--- src/rtl/util_axis_1553_pkg.sv ---
// Shared constants and types for the util_axis_1553 word generator and decoder.
// Error injection is enabled by UTIL_AXIS_1553_WORD_GEN_ERR_INJ_EN.
package util_axis_1553_pkg;

  localparam int BIT_RATE_HZ = 1000000;
  localparam int SYNC_BITS   = 3;
  localparam int DATA_BITS   = 16;
  localparam int WORD_BITS   = 20;

  localparam int TUSER_SYNC    = 0;
  localparam int TUSER_PAR_INV = 1;
  localparam int TUSER_MAN_ERR = 2;

  typedef enum logic [2:0] {
    IDLE,
    SYNC,
    DATA,
    PARITY,
    GAP
  } state_t;

  typedef struct packed {
    logic [15:0] data;
    logic        cmd;
    logic        par;
    logic        merr;
  } word_t;

endpackage

--- src/rtl/util_axis_1553_bit_timer.sv ---
// Per-bit cycle counter for the 1553 encoder; restarts on start.
// Ticks mark mid-bit, end-of-bit, end-of-bit minus one and sync midpoint.
module util_axis_1553_bit_timer #(
  parameter int CPB = 100
) (
  input  logic clk,
  input  logic rst_n,
  input  logic start,
  output logic half_tick,
  output logic bit_tick,
  output logic pre_bit_tick,
  output logic sync_mid_tick
);

  localparam int W = $clog2(CPB);

  logic [W-1:0] cyc_cnt;
  logic         phase;

  assign bit_tick      = (cyc_cnt == W'(CPB - 1));
  assign pre_bit_tick  = (cyc_cnt == W'(CPB - 2));
  assign half_tick     = (cyc_cnt == W'(CPB / 2 - 1));
  // phase is high in odd bits, so this lands at 1.5 bit times
  assign sync_mid_tick = phase & half_tick;

  always_ff @(posedge clk or negedge rst_n) begin
    if (!rst_n) begin
      cyc_cnt <= '0;
      phase   <= 1'b0;
    end else if (start) begin
      cyc_cnt <= '0;
      phase   <= 1'b0;
    end else if (bit_tick) begin
      cyc_cnt <= '0;
      phase   <= ~phase;
    end else begin
      cyc_cnt <= cyc_cnt + 1'b1;
    end
  end

endmodule

--- src/rtl/util_axis_1553_word_gen.sv ---
// MIL-STD-1553 Manchester II word generator fed from AXI-Stream.
// Define UTIL_AXIS_1553_WORD_GEN_ERR_INJ_EN to enable parity/Manchester error injection.
module util_axis_1553_word_gen
  import util_axis_1553_pkg::*;
#(
  parameter int clock_speed = 100000000,
  parameter int gap_cycles  = 0
) (
  input  logic        aclk,
  input  logic        arstn,
  input  logic [15:0] s_axis_tdata,
  input  logic        s_axis_tvalid,
  input  logic [7:0]  s_axis_tuser,
  output logic        s_axis_tready,
  output logic [1:0]  diff
);

  localparam int CPB = clock_speed / BIT_RATE_HZ;
  localparam logic [15:0] GAP_LAST =
    16'((gap_cycles >= 2) ? gap_cycles - 2 : 0);

  state_t      state, state_d;
  logic [3:0]  bit_cnt, bit_cnt_d;
  logic [15:0] gap_cnt, gap_cnt_d;
  word_t       word_q, word_d;
  logic        first_half, sync_late;
  logic        half_tick, bit_tick;
  logic        pre_bit_tick, sync_mid_tick;
  logic        hs, lvl, tready_d;
  logic [1:0]  diff_d;
  logic        unused_tuser;

  assign hs = s_axis_tvalid & s_axis_tready;

`ifdef UTIL_AXIS_1553_WORD_GEN_ERR_INJ_EN
  assign word_d = '{
    data: s_axis_tdata,
    cmd:  s_axis_tuser[TUSER_SYNC],
    par:  ~^s_axis_tdata ^ s_axis_tuser[TUSER_PAR_INV],
    merr: s_axis_tuser[TUSER_MAN_ERR]
  };
  assign unused_tuser = ^s_axis_tuser[7:3];
`else
  assign word_d = '{
    data: s_axis_tdata,
    cmd:  s_axis_tuser[TUSER_SYNC],
    par:  ~^s_axis_tdata,
    merr: 1'b0
  };
  assign unused_tuser = ^s_axis_tuser[7:1];
`endif

  util_axis_1553_bit_timer #(
    .CPB(CPB)
  ) u_bit_timer (
    .clk          (aclk),
    .rst_n        (arstn),
    .start        (hs),
    .half_tick    (half_tick),
    .bit_tick     (bit_tick),
    .pre_bit_tick (pre_bit_tick),
    .sync_mid_tick(sync_mid_tick)
  );

  always_comb begin
    state_d   = state;
    bit_cnt_d = bit_cnt;
    gap_cnt_d = gap_cnt;
    unique case (state)
      IDLE: begin
        if (hs) begin
          state_d   = SYNC;
          bit_cnt_d = '0;
        end
      end
      SYNC: begin
        if (bit_tick) begin
          if (bit_cnt == 4'(SYNC_BITS - 1)) begin
            state_d   = DATA;
            bit_cnt_d = 4'(DATA_BITS - 1);
          end else begin
            bit_cnt_d = bit_cnt + 1'b1;
          end
        end
      end
      DATA: begin
        if (bit_tick) begin
          if (bit_cnt == 4'd0) state_d = PARITY;
          else bit_cnt_d = bit_cnt - 1'b1;
        end
      end
      PARITY: begin
        if (bit_tick) begin
          gap_cnt_d = '0;
          if (hs) begin
            state_d   = SYNC;
            bit_cnt_d = '0;
          end else if (gap_cycles <= 1) begin
            state_d = IDLE;
          end else begin
            state_d = GAP;
          end
        end
      end
      GAP: begin
        if (gap_cnt == GAP_LAST) state_d = IDLE;
        else gap_cnt_d = gap_cnt + 1'b1;
      end
      default: state_d = IDLE;
    endcase
  end

  // The IDLE cycle that follows GAP supplies the last idle cycle of the gap
  assign tready_d = (state_d == IDLE) ||
                    ((gap_cycles == 0) && (state == PARITY) && pre_bit_tick);

  // lvl=1 drives 2'b01, lvl=0 drives 2'b10
  always_comb begin
    lvl    = 1'b0;
    diff_d = 2'b00;
    unique case (1'b1)
      (state == SYNC): begin
        lvl    = word_q.cmd ^ sync_late;
        diff_d = lvl ? 2'b01 : 2'b10;
      end
      (state == DATA): begin
        lvl    = word_q.data[bit_cnt] ^ ~(first_half |
                 (word_q.merr & (bit_cnt == 4'd15)));
        diff_d = lvl ? 2'b01 : 2'b10;
      end
      (state == PARITY): begin
        lvl    = word_q.par ^ ~first_half;
        diff_d = lvl ? 2'b01 : 2'b10;
      end
      default: diff_d = 2'b00;
    endcase
  end

  always_ff @(posedge aclk or negedge arstn) begin
    if (!arstn) begin
      state         <= IDLE;
      bit_cnt       <= '0;
      gap_cnt       <= '0;
      word_q        <= '0;
      first_half    <= 1'b0;
      sync_late     <= 1'b0;
      diff          <= 2'b00;
      s_axis_tready <= 1'b0;
    end else begin
      state         <= state_d;
      bit_cnt       <= bit_cnt_d;
      gap_cnt       <= gap_cnt_d;
      diff          <= diff_d;
      s_axis_tready <= tready_d;
      if (hs) word_q <= word_d;
      if (hs || bit_tick) first_half <= 1'b1;
      else if (half_tick) first_half <= 1'b0;
      if (hs) sync_late <= 1'b0;
      else if (state == SYNC && sync_mid_tick) sync_late <= 1'b1;
    end
  end

endmodule
--- config.mk ---
export PLATFORM = sky130hd
export DESIGN_NAME = util_axis_1553_word_gen
export DESIGN_NICKNAME = d
export VERILOG_FILES = /design/src/rtl/util_axis_1553_pkg.sv /design/src/rtl/util_axis_1553_bit_timer.sv /design/src/rtl/util_axis_1553_word_gen.sv
export SDC_FILE = /design/constraint.sdc
export NUM_CORES = 1
export LEC_CHECK = 0
export CAP_MARGIN = 40
export CORE_MARGIN = 2
export CORE_UTILIZATION = 26
export CTS_BUF_LIST = sky130_fd_sc_hd__clkbuf_16
export CTS_CLUSTER_SIZE = 30
export DETAILED_ROUTE_END_ITERATION = 16
export SLEW_MARGIN = 20
export SYNTH_ARGS = -nofsm -noshare
export SYNTH_HDL_FRONTEND = slang
export SYNTH_SLANG_ARGS = --single-unit
--- constraint.sdc ---
create_clock -name aclk -period 2.8 [get_ports aclk]
set_input_delay 0.56 -clock aclk [delete_from_list [all_inputs] [get_ports aclk]]
set_output_delay 0.56 -clock aclk [all_outputs]
set_load 0.005 [all_outputs]
## Yosys cells after proc, flatten, opt, wreduce, memory -nomap -nowiden

Index checks and enable logic that the tools add are counted.

| storage, ports and cells | value |
|---|---|
| register bits after elaboration | 54 |
| bits in latches | 0 |
| bits in writable memories | 0 |
| ROM bits | 0 |
| bits of input ports | 27 |
| output and inout port bits | 3 |
| word-level logic and storage cells | 86 |
| memories kept | 0 |

| operators by class | value |
|---|---|
| add/sub/neg operators | 4 |
| multipliers | 0 |
| divide/modulo/power cells | 0 |
| $lt $le $gt $ge | 1 |
| eq/ne operators | 13 |
| shift-type cells | 0 |
| muxes and demuxes | 33 |
| bitwise operators | 7 |
| reduce and logical (&&, ||, !) cells | 16 |

Operator list:

| operator | number |
|---|---|
| two-way mux 16 bit | 2 |
| case mux 16 bit (2 select lines) | 1 |
| two-way mux 4 bit | 6 |
| two-way mux 3 bit | 7 |
| adder 16 x 1 -> 16 bit (second input constant) | 1 |
| zero test 16 bit | 1 |
| case mux 4 bit (4 select lines) | 1 |
| XNOR reduction 16 bit | 1 |
| case mux 3 bit (5 select lines) | 1 |
| == test 7 bit (second input constant) | 2 |
| two-way mux 7 bit | 2 |
| inequality test 2 bit (second input constant) | 5 |
| two-way mux 1 bit | 8 |
| nonzero test 2 bit | 4 |
| adder 7 x 1 -> 7 bit (second input constant) | 1 |
| == test 7 x 6 -> 1 bit (second input constant) | 1 |
| == test 3 x 2 -> 1 bit (second input constant) | 2 |
| zero test 3 bit | 2 |
| two-way mux 2 bit | 3 |
| case mux 2 bit (3 select lines) | 1 |
| < comparator 4 x 5 -> 1 bit (second input constant) | 1 |
| AND reduction 5 bit | 1 |
| adder 4 x 1 -> 4 bit (second input constant) | 1 |
| binary-select mux 1 bit (select 4 bit) | 1 |
| other kinds (12) | 18 |

## Longest topological paths before layout

| logic depth | value |
|---|---|
| depth in word-level cells | 6 |
| depth in mapped cells | 8 |
| mapped depth without buffers | 7 |

## By module

From an unflattened synthesis, not the netlist that was laid out.

| unflattened totals | value |
|---|---|
| cell total of the unflattened synthesis | 317 |
| area, all modules | 3106.7 um2 |

By module, submodules not included:

| module | times used | cells an instance | area each (um2) | sequential area each (um2) |
|---|---|---|---|---|
| util_axis_1553_word_gen | 1 | 272 | 2688.8 | 1151.1 |
| util_axis_1553_bit_timer | 1 | 45 | 417.9 | 200.2 |

## Worst setup path after synthesis

Ideal clock, no wire load.

| timing | value |
|---|---|
| path type | flip-flop to flip-flop |
| from | register bit_cnt[0] |
| to | register bit_cnt[3] |
| library setup time | 121 ps |
| arrival | 2022 ps |
| required time | 2679 ps |
| slack | 657 ps |
| cell stages (with the launch flop) | 8 |
| buffers on the path | 1 |
| clock period less this slack | 2143 ps |
| path through | dfrtp_1 buf_2 inv_1 ha_1 nor4b_1 nor4_2 o21ai_0 a22o_1 |

| on the way | value |
|---|---|
| cells in the longest elaborated chain, start to end | 4 |
| elaborated cells on any way between the ends | 11 |
| classes of those cells | add/sub (2); eq/ne (2); mux (5); reduce/logical (2) |

RTL lines:

| what | line | RTL |
|---|---|---|
| start, declared | util_axis_1553_word_gen.sv:23 | `logic [3:0] bit_cnt, bit_cnt_d;` |
| start signal, assigned | util_axis_1553_word_gen.sv:151 | `bit_cnt <= bit_cnt_d;` |
| subtractor 4 x 1 -> 4 bit, or another cell as far along | util_axis_1553_word_gen.sv:89 | `else bit_cnt_d = bit_cnt - 1'b1;` |
| two-way mux 4 bit (on tied branches) | util_axis_1553_word_gen.sv:88, util_axis_1553_word_gen.sv:78 |  |
| two-way mux 4 bit (on tied branches) | util_axis_1553_word_gen.sv:87, util_axis_1553_word_gen.sv:77 |  |
| case mux 4 bit (4 select lines) | util_axis_1553_word_gen.sv:69 | `unique case (state)` |

Several ways; a longest one is shown, not always the timed one. The select of a mux whose other input is x is not followed.
A chain may end at the register's enable or synchronous reset.

## Worst setup path in the final report

| timing | value |
|---|---|
| from | register state[0] |
| to | register gap_cnt[14] |

| on the way | value |
|---|---|
| cells in the longest elaborated chain, start to end | 3 |
| elaborated cells on any way between the ends | 7 |
| classes of those cells | eq/ne (4); mux (1); reduce/logical (2) |

RTL lines:

| what | line | RTL |
|---|---|---|
| start, declared | util_axis_1553_word_gen.sv:22 | `state_t state, state_d;` |
| start signal, assigned | util_axis_1553_word_gen.sv:150 | `state <= state_d;` |
| == test 3 bit or == test 3 x 2 -> 1 bit (tied branches) | util_axis_1553_word_gen.sv:69 |  |
| inequality test 2 bit (no line) or nonzero test 2 bit (tied branches) | n/a |  |
| AND reduction 3 bit (no line) | n/a |  |
| end signal, assigned | util_axis_1553_word_gen.sv:152 | `gap_cnt <= gap_cnt_d;` |
| end, declared | util_axis_1553_word_gen.sv:24 | `logic [15:0] gap_cnt, gap_cnt_d;` |

Several ways; a longest one is shown, not always the timed one.

==> impl_metrics.tcl <==
set metrics [dict create \
    ctsResizeCount 0 \
    grt_overflow 0 \
    syn2layout_area_growth_pct 19.1 \
    cts_tree "yes" \
    io_buffers 22 \
    reg2reg_depth 5 \
    clk_pin_slew_ns 0.07 \
    fin_setup_tns_ns 0 \
    drive_above_1_share_pct 12.6 \
    place_ws_ns 0.518 \
    wl_um 5830 \
    utilization_pct 31.4 \
    postCtsSetupBuffers 0 \
    fin_hold_ws_ns 0.155 \
    max_freq_mhz 439 \
    grt_pass1_wl_um 10300 \
    synth_async_sr_flop_share_pct 100 \
    dr.pass1.iters 4 \
    cts_buffers 5 \
    synth-warning-count 0 \
    antenna_found_initial 0 \
    design_area_mm2 0.00354 \
    finalSetupViolations 0 \
    critPathLaunchType "register" \
    tightest_slew_ns 0.516 \
    cts_max_level 2 \
    r2r-end "gap_cnt[14]$_DFFE_PN0P_" \
    period_share_pct 81.4 \
    synth_cell_types 46 \
    grt_setup_unrepaired "no" \
    die_area_mm2 0.0123 \
    ant_nets 0 \
    cp-startpoint "state[0]$_DFF_PN0_" \
    dr.first_iter.drc_count 111 \
    cts.sinks 54 \
    hpwl_um 4300 \
    fin_ws_ns 0.520 \
    ys_seq_elements 54 \
    yosysSeqAreaShare_pct 45.5 \
    ios 30 \
    clock_skew_ns 0.00661 \
    synthSimpleGateAreaFrac_pct 18.9 \
    core_mm2 0.0113 \
    reg2reg_slack_ns 0.52 \
    synthAdderAreaFrac_pct 3.37 \
    synth_ff_type "dfrtp_1" \
    viasPerCell 4.88 \
    synth_area_leaders "dfrtp_1, mux2_2, xnor2_1" \
    num_vias 2246 \
    slew_viol_final 0 \
    cts_buffer_depth 2 \
    synth-edff-count 0 \
    yosysTopAreaCell "dfrtp_1" \
    grt_pass1_vias 2230 \
    synth_most_common_cell "dfrtp_1" \
    synth-xor-area-share_pct 9.14 \
    relSlewSlack_pct 65.1 \
    n_antenna_cell 0 \
    synth_top_family_by_area "simple AND/OR/NAND/NOR gates" \
    syn-instance-count 290 \
    ctsHoldBuffers 0 \
    crit_fanout 14 \
    die_height_um 111 \
    r2r_start "state[0]$_DFF_PN0_" \
    drc_errors 0 \
    status "finished, final reports clean" \
    die_width_um 111 \
    clockRootBuffer "clkbuf_16" \
    ir_worst_vdd_v 0.000250 \
    synth_nets 325 \
    min_period_ns 2.28 \
    synth.cell_area_mm2 0.00297 \
    worst_setup_path_end_kind "register" \
    synth_common_cells "dfrtp_1, nor2_1, xnor2_1" \
    clk_latency_ns 0.29 \
    drv_cap 0 \
    synth-compound-area-share_pct 9.86 \
    routedWlPerCell_um 12.7 \
    place.gp.congestion 0.829 \
    leakagePower_nw 1.49 \
    power_density_mw_per_mm2 570 \
    initial_core_util_pct 26.4 \
    avgSynthCellArea_um2 10.2 \
    gr-usage-all-layers_pct 10.0 \
    placementRows 39 \
    hold_violations 0 \
    grt_max_degree 27 \
    hold_path_class "input port to asynchronous set/reset pin" \
    muxShareOfSynthArea_pct 10.2 \
    placed_area_mm2 0.00340 \
    synth_top_area_share_pct 45.5 \
    final_net_count 351 \
    critPathKind "register to register" \
    required_ns 3.02 \
    worstPathArrival_ns 2.50 \
]
## stage by stage
step,std cells,total power [mW]
2_1_floorplan,290,1.28
3_3_place_gp,451,1.42
3_5_place_dp,452,1.44
4_1_cts,460,2.05
5_1_grt,460,2.15
6_report,460,2.02
## routing by layer
layer  wire length, um  GRT usage [%]  up-vias  part of all wire [%]
met5                 0              0        -                     0
met4                57           2.33        0                  0.98
met3               219           2.79        8                   3.8
met2              2800           16.9       41                    48
met1              2760           12.8     1104                    47
li1                  -              -     1093                     -
## worst max path at each step
stage,end,slack [ns],cells after the start
global route,bit_cnt[2]$_DFFE_PN0P_,0.34,6
global placement,bit_cnt[2]$_DFFE_PN0P_,0.56,6
floorplan,bit_cnt[3]$_DFFE_PN0P_,0.66,7
finish,gap_cnt[14]$_DFFE_PN0P_,0.52,5
detailed placement,gap_cnt[14]$_DFFE_PN0P_,0.52,5
CTS,gap_cnt[14]$_DFFE_PN0P_,0.52,5
## kinds of logic (layout without fill, tap and decap cells)
family / count (synthesis) / after routing
xor+xnor: 31 / 31
flops: 54 / 54
compound gates: 46 / 46
simple gates: 100 / 100
mux: 28 / 28
buf+inv: 23 / 50
fa+ha+maj: 8 / 8
## power breakdown
part	internal, mW	total [mW]	switching (mW)	leakage, nW
clock	0.327	0.604	0.277	0.0672
sequential	0.886	0.977	0.0905	0.697
combinational	0.231	0.437	0.206	0.724
total	1.44	2.02	0.573	1.49
## worst max-delay path: stages (launching register included)
cell and delay [ns]:
dfrtp_1 0.53, and4bb_4 0.48, nand4_4 0.15, or4_4 0.54, or3_1 0.36, a21oi_1 0.14
## layout make-up
cell class	count	area, um^2
Multi-Input combinational cell	213	1530
Sequential cell	54	1350
Clock buffer	5	125
Tap cell	143	179
Timing Repair Buffer	31	295
Fill cell	1147	7730
Clock inverter	3	16.3
Inverter	11	41.3
## registers in the layout (all words and copies together) (netlist names)
name / cells
word_q: 18
gap_cnt: 16
u_bit_timer.cyc_cnt: 7
bit_cnt: 4
state: 3
diff: 2
first_half: 1
s_axis_tready: 1
sync_late: 1
u_bit_timer.phase: 1
## layout by cell type, fill, tap and decap left out, types with 2 or more instances in the layout
cell type,n
a211oi_1,2
mux2_2,18
inv_1,11
nand2_1,18
or3_1,6
and4_1,2
nor3_1,4
nor4_1,4
a22oi_1,3
and3_1,7
xnor2_1,21
nand2b_1,4
nand4_1,4
nor3b_1,2
nor2_1,22
a22o_1,2
ha_1,8
nor2b_1,5
nand3_1,12
clkbuf_16,5
a31oi_1,2
clkdlybuf4s50_1,21
o21ai_0,10
mux2i_1,10
nor4b_1,2
buf_4,8
a21oi_1,13
dfrtp_1,54
xor2_1,10
o22ai_1,4
o311ai_0,3
Note: power is estimated with default switching activity, not from simulation.
